==> src/rtl/err_metric_sweep.sv <==
// Exhaustive operand sweep that characterises an external approximate multiplier,
// accumulating error count, summed error distance and worst-case error distance.
module err_metric_sweep #(
    parameter int W = 8
) (
    input  logic             clk,
    input  logic             rst,
    input  logic             start,
    input  logic             pause,
    output logic [W-1:0]     a,
    output logic [W-1:0]     b,
    input  logic [2*W-1:0]   Y,
    output logic             busy,
    output logic             done,
    output logic [2*W:0]     err_count,
    output logic [4*W-1:0]   sum_ed,
    output logic [2*W-1:0]   max_ed
);

    typedef enum logic [1:0] {IDLE, RUN, DRAIN, DONE} state_t;

    localparam logic [W-1:0] OP_MAX = {W{1'b1}};

    state_t           state;
    logic [2*W-1:0]   exact;
    logic [2*W-1:0]   ed_now;
    logic [2*W-1:0]   ed1;
    logic             v1;

    assign exact  = {{W{1'b0}}, a} * {{W{1'b0}}, b};
    assign ed_now = (Y >= exact) ? (Y - exact) : (exact - Y);

    // Stage 2 accumulates the previous capture; a start in IDLE/DONE overrides it with a clear.
    always_ff @(posedge clk) begin
        if (rst) begin
            state     <= IDLE;
            a         <= '0;
            b         <= '0;
            ed1       <= '0;
            v1        <= 1'b0;
            busy      <= 1'b0;
            done      <= 1'b0;
            err_count <= '0;
            sum_ed    <= '0;
            max_ed    <= '0;
        end else begin
            if (v1) begin
                sum_ed <= sum_ed + {{(2*W){1'b0}}, ed1};
                if (ed1 != '0)
                    err_count <= err_count + (2*W+1)'(1);
                if (ed1 > max_ed)
                    max_ed <= ed1;
            end

            case (state)
                IDLE, DONE: begin
                    v1 <= 1'b0;
                    if (start) begin
                        a         <= '0;
                        b         <= '0;
                        err_count <= '0;
                        sum_ed    <= '0;
                        max_ed    <= '0;
                        state     <= RUN;
                        busy      <= 1'b1;
                        done      <= 1'b0;
                    end
                end
                RUN: begin
                    if (pause) begin
                        v1 <= 1'b0;
                    end else begin
                        ed1 <= ed_now;
                        v1  <= 1'b1;
                        // The final pair leaves a and b parked at their maximum.
                        if (a == OP_MAX && b == OP_MAX) begin
                            state <= DRAIN;
                        end else begin
                            b <= b + W'(1);
                            if (b == OP_MAX)
                                a <= a + W'(1);
                        end
                    end
                end
                DRAIN: begin
                    v1    <= 1'b0;
                    state <= DONE;
                    busy  <= 1'b0;
                    done  <= 1'b1;
                end
                default: begin
                    v1    <= 1'b0;
                    state <= IDLE;
                    busy  <= 1'b0;
                    done  <= 1'b0;
                end
            endcase
        end
    end

endmodule
==> config.mk <==
export PLATFORM = sky130hd
export DESIGN_NAME = err_metric_sweep
export DESIGN_NICKNAME = d
export VERILOG_FILES = /design/src/rtl/err_metric_sweep.sv
export SDC_FILE = /design/constraint.sdc
export NUM_CORES = 1
export LEC_CHECK = 0
export ABC_AREA = 1
export CAP_MARGIN = 20
export CORE_MARGIN = 8
export CORE_UTILIZATION = 54
export DETAILED_ROUTE_END_ITERATION = 12
export PLACE_DENSITY = 0.79
export SLEW_MARGIN = 10
export SYNTH_ARGS = -nofsm -noshare
export SYNTH_HDL_FRONTEND = slang
export SYNTH_SLANG_ARGS = --single-unit
==> constraint.sdc <==
create_clock -name clk -period 5.8 [get_ports clk]
set_clock_uncertainty 0.05 [all_clocks]
set_input_delay 0.58 -clock clk [delete_from_list [all_inputs] [get_ports clk]]
set_output_delay 0.58 -clock clk [all_outputs]
set_load 0.05 [all_outputs]
## Yosys cells after proc, flatten, opt, wreduce, memory -nomap -nowiden

Cells that the tools add are included.
W data, S select, Z words.

- Register bits: 102
- Input bits: 20
- Output and inout bits: 83
- Logic and storage cells: 72

- $add $sub $neg: 6
- Multiply operators: 1
- Order comparisons: 2
- Eq/ne operators: 10
- Mux-type cells: 30
- Bitwise operators: 1
- Reduce and logical (&&, ||, !) cells: 12

Operators by type and width:

| operator | count |
|---|---|
| $mux W32 | 3 |
| $mux W16 | 5 |
| $mux W17 | 4 |
| $mux W8 | 6 |
| $add A32 B16 Y32 | 1 |
| $pmux W8 S2 | 2 |
| $sub A16 B16 Y16 | 2 |
| $add A17 B1 Y17 const B | 1 |
| $add A8 B1 Y8 const B | 2 |
| $eq A8 B8 Y1 const B | 2 |
| $ge A16 B16 Y1 | 1 |
| $gt A16 B16 Y1 | 1 |
| $mul A8 B8 Y16 | 1 |
| $reduce_bool A16 Y1 | 1 |
| $ne A2 B2 Y1 const B | 5 |
| $mux W2 | 3 |
| $pmux W1 S2 | 3 |
| $pmux W2 S3 | 1 |
| $reduce_and A5 Y1 | 1 |
| $eq A2 B2 Y1 const B | 2 |
| $reduce_and A2 Y1 | 2 |
| $reduce_and A4 Y1 | 1 |
| $reduce_bool A2 Y1 | 2 |
| $mux W1 | 3 |
| 7 further kinds | 7 |

## Logic depth before layout (Yosys ltp)

Gate-level depths: netlist of run 1.

- Word-level depth: 5
- Depth in mapped cells: 33
- Gate-level depth less buffers: 32

## Worst setup path after synthesis of run 1

No wires, ideal clock.

- Kind: register to register
- From: register a[0]
- To: register ed1[9]
- Setup time: 0.109 ns
- Data arrival time: 5.754 ns
- Required time: 5.641 ns
- Path slack: -0.113 ns
- Stages on the path, launching flop included: 32
- Path buffers: 2
- Clock period less this slack: 5.913 ns
- Cell sequence: dfxtp_1 -> clkbuf_1 -> nand2_1 -> fa_1 -> fa_1 -> inv_1 -> fa_1 -> inv_1 -> fa_1 -> inv_1 -> ha_1 -> a21oi_1 -> nand2_1 -> a21oi_1 -> o21ai_0 -> nand3_1 -> nand2_1 -> nand2_1 -> nand2_1 -> ha_1 -> nand2_1 -> clkinv_1 -> nand3_2 -> nor2_2 -> nor2_4 -> nand2_4 -> inv_2 -> buf_6 -> nand2_1 -> nand3_1 -> nand2_1 -> inv_1

- Word-level cells in the longest chain between the ends: 3
- Elaborated cells between the ends (all ways): 5
- Classes of those cells: 2 x add/sub; 1 x mul; 1 x order compare; 1 x mux

RTL lines:

| what | RTL line | text |
|---|---|---|
| start: declaration | 10 | `output logic [W-1:0] a,` |
| start signal: assignment | 81 | `a <= a + W'(1);` |
| $mul A8 B8 Y16 (*) | 30 | `assign exact = {{W{1'b0}}, a} * {{W{1'b0}}, b};` |
| $sub A16 B16 Y16 / $ge A16 B16 Y1 (equally long branches) | 31 | `assign ed_now = (Y >= exact) ? (Y - exact) : (exact - Y);` |
| $mux W16 (*) | 31 |  |
| end signal: assignment | 73 | `ed1 <= ed_now;` |
| end: declaration | 27 | `logic [2*W-1:0] ed1;` |

Every way passes the cells marked *; elsewhere a longest branch is shown, timed or not.
A chain may end at the register's enable or synchronous reset.

## Final worst setup path of run 1

- From: register a[5]
- To: register ed1[7]

The elaborated chain is that of the path after synthesis.

==> summary.txt, run 1 <==
Status
  • Status: completed

STA
  • Fmax: 182.7 MHz
  • Headroom to the max-slew limit: 0.2440
  • Final Cycle Share: 0.9435
  • Min Tclk post-route: 5.473 ns
  • Unrepaired setup endpoints after global routing: no
  • Setup_tns: 0 ns
  • Least-Margin Pin Slew: 1.131 ns
  • Pins Over Slew Limit: 0
  • Final setup fails: 0
  • Fin. Hold Viols: 0

Synthesis
  • Share of the synthesized area in the top cell type: 0.1933
  • Post-synth top cells: nand2_1, inv_1, nor2_1
  • Post-synthesis mux area share: 0
  • Largest family of logic cells by synthesized area: simple AND/OR/NAND/NOR gates
  • Yosys warns: 0
  • Adder-cell share of the synthesized area: 0.1983
  • Post-synthesis register bit count: 102
  • Post-Syn Instances: 1725
  • Syn Nets: 1889
  • Synth Flop Type: dfxtp_1
  • Xor/xnor cell area share of the yosys netlist: 0.03234
  • Top-count cell post-synth: nand2_1
  • Netlist cell types: 44
  • Top area cells in the synthesized netlist: dfxtp_1, nand2_1, ha_1
  • Post-synthesis cell area: 10560 µm²
  • Async S/R FF share, synth: 0
  • Simple-gate share of the synthesized area: 0.3402
  • Synth Area in Compound Gates: 0.09607
  • Synth Area per Inst: 6.123 µm²
  • Post-synthesis sequential area ratio: 0.1933
  • Area leader, netlist: dfxtp_1
  • Number of synthesized flops with an enable pin: 0

Finish
  • Fillers: 1800
  • Area occupied by multi-input gates: 7167 µm²
  • FF/Latch Area: 2078 µm²
  • N_diodes: 0
  • Layout Area Growth over Synthesis: 16.79%
  • Final nets: 1975
  • Fraction of layout cells with a size suffix above 1: 0.05396

Placed design
  • HPWL Detailed: 22.31 mm
  • Final RePlAce weighted congestion: 0.9185
  • IO buf count: 102

Drt
  • Routed length on met1: 12.01 mm
  • Antenna viol nets, final: 0
  • DR DRC count: 0
  • 1st-iter DRT viols: 678
  • Post-Route WL: 27.63 mm
  • First-pass iteration count of the detailed router: 5
  • DR WL/cell: 13.27 µm
  • Max Used Layer: met4
  • Met2 wire length: 13.15 mm
  • Via-to-Cell Ratio: 5.163
  • Routed via count: 10750
  • Met3 WL: 1.691 mm

Setup path
  • Critical Path RT: 6.04 ns
  • Most used cell, CP: nand2_1
  • Max FO, Critical Path: 9
  • Critical path type: reg2reg
  • Critical Path Source: a[5]
  • FF-to-FF Start: a[5]
  • WP data arrival: 5.72 ns
  • Crit path capture type: register
  • Startpoint types: register
  • Slowest cell on the critical path: fa_1
  • Crit-path max cell delay: 0.54 ns

Pwr
  • Pwr dens: 249.2 nW/µm²
  • Worst vdd ir: 0.1949 mV
  • Tot Pwr: 3.074 mW
  • Leak: 6.319 nW

GRT
  • Initial antenna violation count: 0
  • Total gr overflow: 0
  • Pin count of the biggest net entering global routing: 57
  • Global-route wire length before repair: 45.51 mm
  • Vias in the first global route: 9840
  • Overall Global Routing Usage: 0.2238

Floorplan
  • Die width: 155.9 µm
  • Core area: 19330 µm²
  • Die ar.: 24290 µm²
  • I/O pins: 103
  • Starting Density: 0.5463
  • Die Y-Extent: 155.9 µm
  • Row cnt: 51

Worst hold path
  • Min-delay src: busy
  • Min-Delay Path Class: reg2reg

Clocking
  • Clock sink count: 102
  • Hold_buf cts: 0
  • CTS H-tree lvls: 3
  • Clock slew at reported path FFs: 0.08 ns
  • Clk_lat worst skew: 0.36 ns
  • Num CTS Buffers: 9
  • Root buf cell: clkbuf_16
  • CTS tree: yes
  • CTS Buffer Depth: 2

Run
  • Max cap viols: 0
[placed cells by master (no fill, tap or decap), drive strengths merged]
master / count
inv: 339
a31oi: 1
ha: 105
nand4: 20
nor2: 169
buf: 23
nand3b: 2
clkdlybuf4s50: 102
o22ai: 1
clkinv: 1
nand2: 506
a31o: 1
o21bai: 3
a21o: 2
and3: 1
nor4: 2
xor2: 29
a211oi: 3
o21a: 1
o211ai: 11
nand3: 142
a21oi: 122
nor3: 16
dfxtp: 102
clkbuf: 11
nor3b: 1
o21ai: 45
fa: 39
xnor2: 10
and2: 2
or2: 3
nand2b: 1
[critical path: cells and delay by family, from the launching register on]
family | cells | cell delay [ns]
adder cells (fa/ha/maj) | 6 | 2.72
flip-flops | 1 | 0.48
buffers and inverters | 6 | 0.46
AND/OR/NAND/NOR | 14 | 1.38
AO/OA/AOI/OAI | 2 | 0.33
[final timing paths]
kind / depth (start not counted) / slack (ns) / to
worst max-delay path: 28 / 0.33 / ed1[7]
worst min-delay path: 2 / 0.44 / busy
worst max register to register: 28 / 0.33 / ed1[7]
worst min register to register: 2 / 0.44 / busy
[logic make-up after synthesis]
kind of cell | count (synthesis)
XOR/XNOR | 39
adder cells (fa/ha/maj) | 144
AND/OR/NAND/NOR | 865
buffers and inverters | 385
AO/OA/AOI/OAI | 190
flip-flops | 102
[state kept, by name, summed over array words and instances (netlist names)]
register and count:
b 8, state 2, a 8, max_ed 16, err_count 17, done 1
sum_ed 32, v1 1, ed1 16, busy 1
[repair_timing]
item | 4_1_cts | 5_1_grt
setup endpoints to repair | 13 | 15
buffers inserted | 0 | 5
resized for setup | 3 | 36
pin swaps | 0 | 4
[through the flow]
stage / area [µm²] / hold slack, ns / instances / setup WS, ns / util
global route: 12340 / 0.4880 / 2081 / 0.001879 / 0.6380
detailed placement: 11860 / 0.4295 / 2059 / 0.02241 / 0.6132
finish: 12340 / 0.4369 / 2081 / 0.3275 / 0.6380
global placement: 11860 / 0.4307 / 2059 / 0.1593 / 0.6132
floorplan: 10580 / 0.4207 / 1725 / 0.01804 / -
CTS: 12160 / 0.4415 / 2075 / 0.005379 / 0.6289
[final cells by class]
cell class | instances | share of cell area
timing repair buffer | 126 | 0.09778
clock inverter | 6 | 0.004666
sequential | 102 | 0.1685
tap | 265 | 0.02688
clock buffer | 10 | 0.01937
multi-input combinational | 1238 | 0.5810
inverter | 334 | 0.1018
[power breakdown]
group          switching [mW]  total, mW  internal [mW]
logic                    1.06       1.56          0.498
registers               0.119      0.907          0.787
clock network           0.294      0.609          0.315
[layer usage]
| metal | vias to the layer above | global-route usage |
|---|---|---|
| met2 | 336 | 0.3862 |
| met1 | 4842 | 0.2786 |
| met3 | 53 | 0.02909 |
| li1 | 5514 | - |
| met4 | 0 | 0.08457 |
| met5 | - | 0 |
Power figures use the tool's default switching activity.
==> run 2: changes to the inputs <==
--- a/config.mk
+++ b/config.mk
@@ -8,9 +8,9 @@
 export ABC_AREA = 1
 export CAP_MARGIN = 20
 export CORE_MARGIN = 8
-export CORE_UTILIZATION = 54
+export CORE_UTILIZATION = 50
 export DETAILED_ROUTE_END_ITERATION = 12
-export PLACE_DENSITY = 0.79
+export PLACE_DENSITY = 0.71
 export SLEW_MARGIN = 10
 export SYNTH_ARGS = -nofsm -noshare
 export SYNTH_HDL_FRONTEND = slang
==> constraint.sdc (replaced) <==
create_clock -name clk -period 5.21 [get_ports clk]
set_clock_uncertainty 0.05 [all_clocks]
set_input_delay 0.521 -clock clk [delete_from_list [all_inputs] [get_ports clk]]
set_output_delay 0.521 -clock clk [all_outputs]
set_load 0.05 [all_outputs]
==> run 2 against run 1 <==
Effect of this change:
- the flow now finishes with violations (negative setup slack)
- die area is 7.2% higher
- clock power increased by 12%
- critical path depth decreased by 1
- combinational power up 13%
- utilization decreased by 0.15 points
- sequential cell count did not move
- non-clock buffer count up 54
- critical endpoint is now ed1[12]
==> summary.txt, run 2 (synthesis gave the netlist of run 1 again) <==
Status
  • Status: complete, but fails checks (was completed)
  • Violated checks: negative setup slack

Clocking
  • Hold_buf cts: 0 (unchanged)
  • Clock sink count: 102 (unchanged)
  • CTS H-tree lvls: 3 (unchanged)
  • Num CTS Buffers: 9 (unchanged)
  • Clock slew at reported path FFs: 0.09 ns (was 0.08 ns)
  • CTS Buffer Depth: 2 (unchanged)
  • Root buf cell: clkbuf_16 (unchanged)
  • Clk_lat worst skew: 0.37 ns (was 0.36 ns)
  • CTS tree: yes (unchanged)

Drt
  • Post-Route WL: 29.52 mm (was 27.63 mm)
  • Routed via count: 10960 (was 10750)
  • Via-to-Cell Ratio: 5.106 (was 5.163)
  • 1st-iter DRT viols: 645 (was 678)
  • DR DRC count: 0 (unchanged)
  • DR WL/cell: 13.75 µm (was 13.27 µm)
  • Antenna viol nets, final: 0 (unchanged)
  • First-pass iteration count of the detailed router: 5 (unchanged)

Finish
  • Largest regs: sum_ed: 32 flops, err_count: 17 flops (unchanged)
  • Commonest cells after routing, fill and taps aside: nand2_1, inv_1, nor2_1 (unchanged)
  • FF/Latch Area: 2096 µm² (was 2078 µm²)
  • Top reg by flops: sum_ed (unchanged)
  • Final nets: 2031 (was 1975)
  • Fraction of layout cells with a size suffix above 1: 0.1266 (was 0.05396)
  • Largest register FFs: 32 (unchanged)
  • Fin cells: 2147 (was 2081)
  • Layout Area Growth over Synthesis: 25.87% (was 16.79%)
  • Most common cell after layout, fill and taps aside: nand2_1 (unchanged)
  • Fillers: 1961 (was 1800)
  • Area occupied by multi-input gates: 7645 µm² (was 7167 µm²)
  • Final Util: 0.6365 (was 0.6380)
  • N_diodes: 0 (unchanged)

GRT
  • Pin count of the biggest net entering global routing: 57 (unchanged)
  • Global-route wire length before repair: 47.78 mm (was 45.51 mm)
  • Total gr overflow: 0 (unchanged)
  • Vias in the first global route: 9919 (was 9840)
  • Initial antenna violation count: 0 (unchanged)
  • Overall Global Routing Usage: 0.2187 (was 0.2238)

Placed design
  • IO buf count: 102 (unchanged)
  • Cell Count Post-Placement: 2111 (was 2059)
  • Final RePlAce weighted congestion: 0.9315 (was 0.9185)
  • HPWL Detailed: 23.20 mm (was 22.31 mm)

STA
  • Headroom to the max-slew limit: 0.6103 (was 0.2440)
  • Pins Over Slew Limit: 0 (unchanged)
  • Fin. Hold Viols: 0 (unchanged)
  • Least-Margin Pin Slew: 0.5846 ns (was 1.131 ns)
  • Fmax: 191.6 MHz (was 182.7 MHz)
  • Unrepaired setup endpoints after global routing: yes (was no)
  • Final setup fails: 2 (was 0)
  • Final worst setup slack: -0.008930 ns (was 0.3275 ns)
  • Min Tclk post-route: 5.219 ns (was 5.473 ns)
  • Final Cycle Share: 1.002 (was 0.9435)

Pwr
  • Clock power share: 0.197 (was 0.198)
  • Net Sw Frac: 0.4848 (was 0.4794)
  • Worst vdd ir: 0.2029 mV (was 0.1949 mV)
  • Sw power: 1.680 mW (was 1.474 mW)
  • Leak: 6.674 nW (was 6.319 nW)
  • Power Internal: 1.785 mW (was 1.601 mW)
  • Sequential Power Share: 0.291 (was 0.295)
  • Combinational power share: 0.512 (was 0.507)
  • Pwr dens: 260.6 nW/µm² (was 249.2 nW/µm²)

Run
  • Max cap viols: 0 (unchanged)

Setup path
  • Crit-path max cell delay: 0.56 ns (was 0.54 ns)
  • Slowest cell on the critical path: fa_1 (unchanged)
  • Crit path capture type: register (unchanged)
  • Critical path type: reg2reg (unchanged)
  • Stages on worst setup path: 27 (was 28)
  • Crit-path leading delay family: adder cells (unchanged)
  • Worst Path Buf+Inv: 7 (was 6)
  • Startpoint types: register (unchanged)
  • Worst reg2reg path depth: 27 (was 28)
  • WP data arrival: 5.42 ns (was 5.72 ns)
  • Critical Path RT: 5.41 ns (was 6.04 ns)
  • Max FO, Critical Path: 8 (was 9)

Floorplan
  • Core area: 20890 µm² (was 19330 µm²)
  • I/O pins: 103 (unchanged)
  • Die Y-Extent: 161.3 µm (was 155.9 µm)
  • Starting Density: 0.5057 (was 0.5463)
  • Row cnt: 53 (was 51)
  • Die width: 161.3 µm (was 155.9 µm)
  • Die ar.: 26030 µm² (was 24290 µm²)

Worst hold path
  • Min-Delay Path Class: reg2reg (unchanged)
  • Hold depth: 2 (unchanged)
run 2: cell count changes in the layout (fill, tap and decap cells not counted), moves of 7 or more:
cell and delta:
a21oi_1 -10, a21oi_2 +7, buf_4 +47, buf_6 +8
ha_1 -9, ha_4 +9, inv_1 -7, nand2_1 -37
nand2_2 +31
run 2: repair_timing:
item	4_1_cts	5_1_grt
setup buffers	0	17
resized for setup	15	115
setup endpoints to repair	14	15
cloned	0	2
pin swaps	5	60
run 2: worst register-to-register path, stage by stage (launching register included):
cell and delay, ns:
dfxtp_4 0.39, buf_4 0.15, nand2_2 0.07, inv_2 0.04, fa_2 0.38, fa_1 0.46, fa_1 0.56, inv_2 0.04
fa_1 0.54, inv_2 0.05, ha_4 0.31, nand3_1 0.11, nand2_1 0.12, a21oi_4 0.05, o21ai_4 0.20, xor2_2 0.26
ha_4 0.27, nand2_4 0.09, inv_4 0.04, a21oi_4 0.17, nor2_4 0.05, nor2_4 0.22, buf_6 0.16, nand2_8 0.07
nand2_2 0.07, nand3_1 0.08, nand2_1 0.07, inv_1 0.03
run 2: area by class of cell:
type | instances | area share
sequential | 102 | 0.1576
clock buffer | 9 | 0.01694
inverter | 334 | 0.09561
multi-input combinational | 1240 | 0.5750
clock inverter | 7 | 0.004894
timing repair buffer | 180 | 0.1240
tap | 275 | 0.02588
run 2: metrics by stage:
stage	instance area [µm²]	power (mW)	setup slack (ns)	hold WS (ns)	setup TNS, ns
finish	13300	3.465	-0.008930	0.4319	-0.01241
global route	13300	3.712	-0.2097	0.4689	-2.858
CTS	12680	3.406	0.01028	0.4373	0
detailed placement	12310	2.715	-0.1226	0.4251	-1.304
global placement	12310	2.699	-0.02092	0.4321	-0.02092
floorplan	10780	2.252	0.003122	0.4207	0
run 2: path summary, 6_finish.rpt:
path              start       to  slack [ns]
setup / recovery   b[2]  ed1[12]      -0.009
hold / removal     busy     busy        0.43
setup reg to reg   b[2]  ed1[12]      -0.009
hold reg to reg    busy     busy        0.43
run 2: routing by layer:
layer / wire [µm] / part of all wire / GRT usage / vias up
met5: 0 / 0 / 0 / -
met4: 675 / 0.023 / 0.06229 / 0
met3: 1500 / 0.051 / 0.03207 / 43
met2: 14200 / 0.48 / 0.3761 / 276
met1: 13140 / 0.45 / 0.2792 / 5024
li1: - / - / - / 5620
run 2: power groups by stage:
| stage | sequential [mW] | combinational (mW) | clock (mW) |
|---|---|---|---|
| final | 1.01 | 1.77 | 0.683 |
| after floorplan | 1.19 | 1.07 | 0 |
| after detailed placement | 1.03 | 1.69 | 0 |
| after global placement | 1.03 | 1.67 | 0 |
| after CTS | 1.01 | 1.70 | 0.696 |
| after global routing | 1.02 | 1.97 | 0.720 |
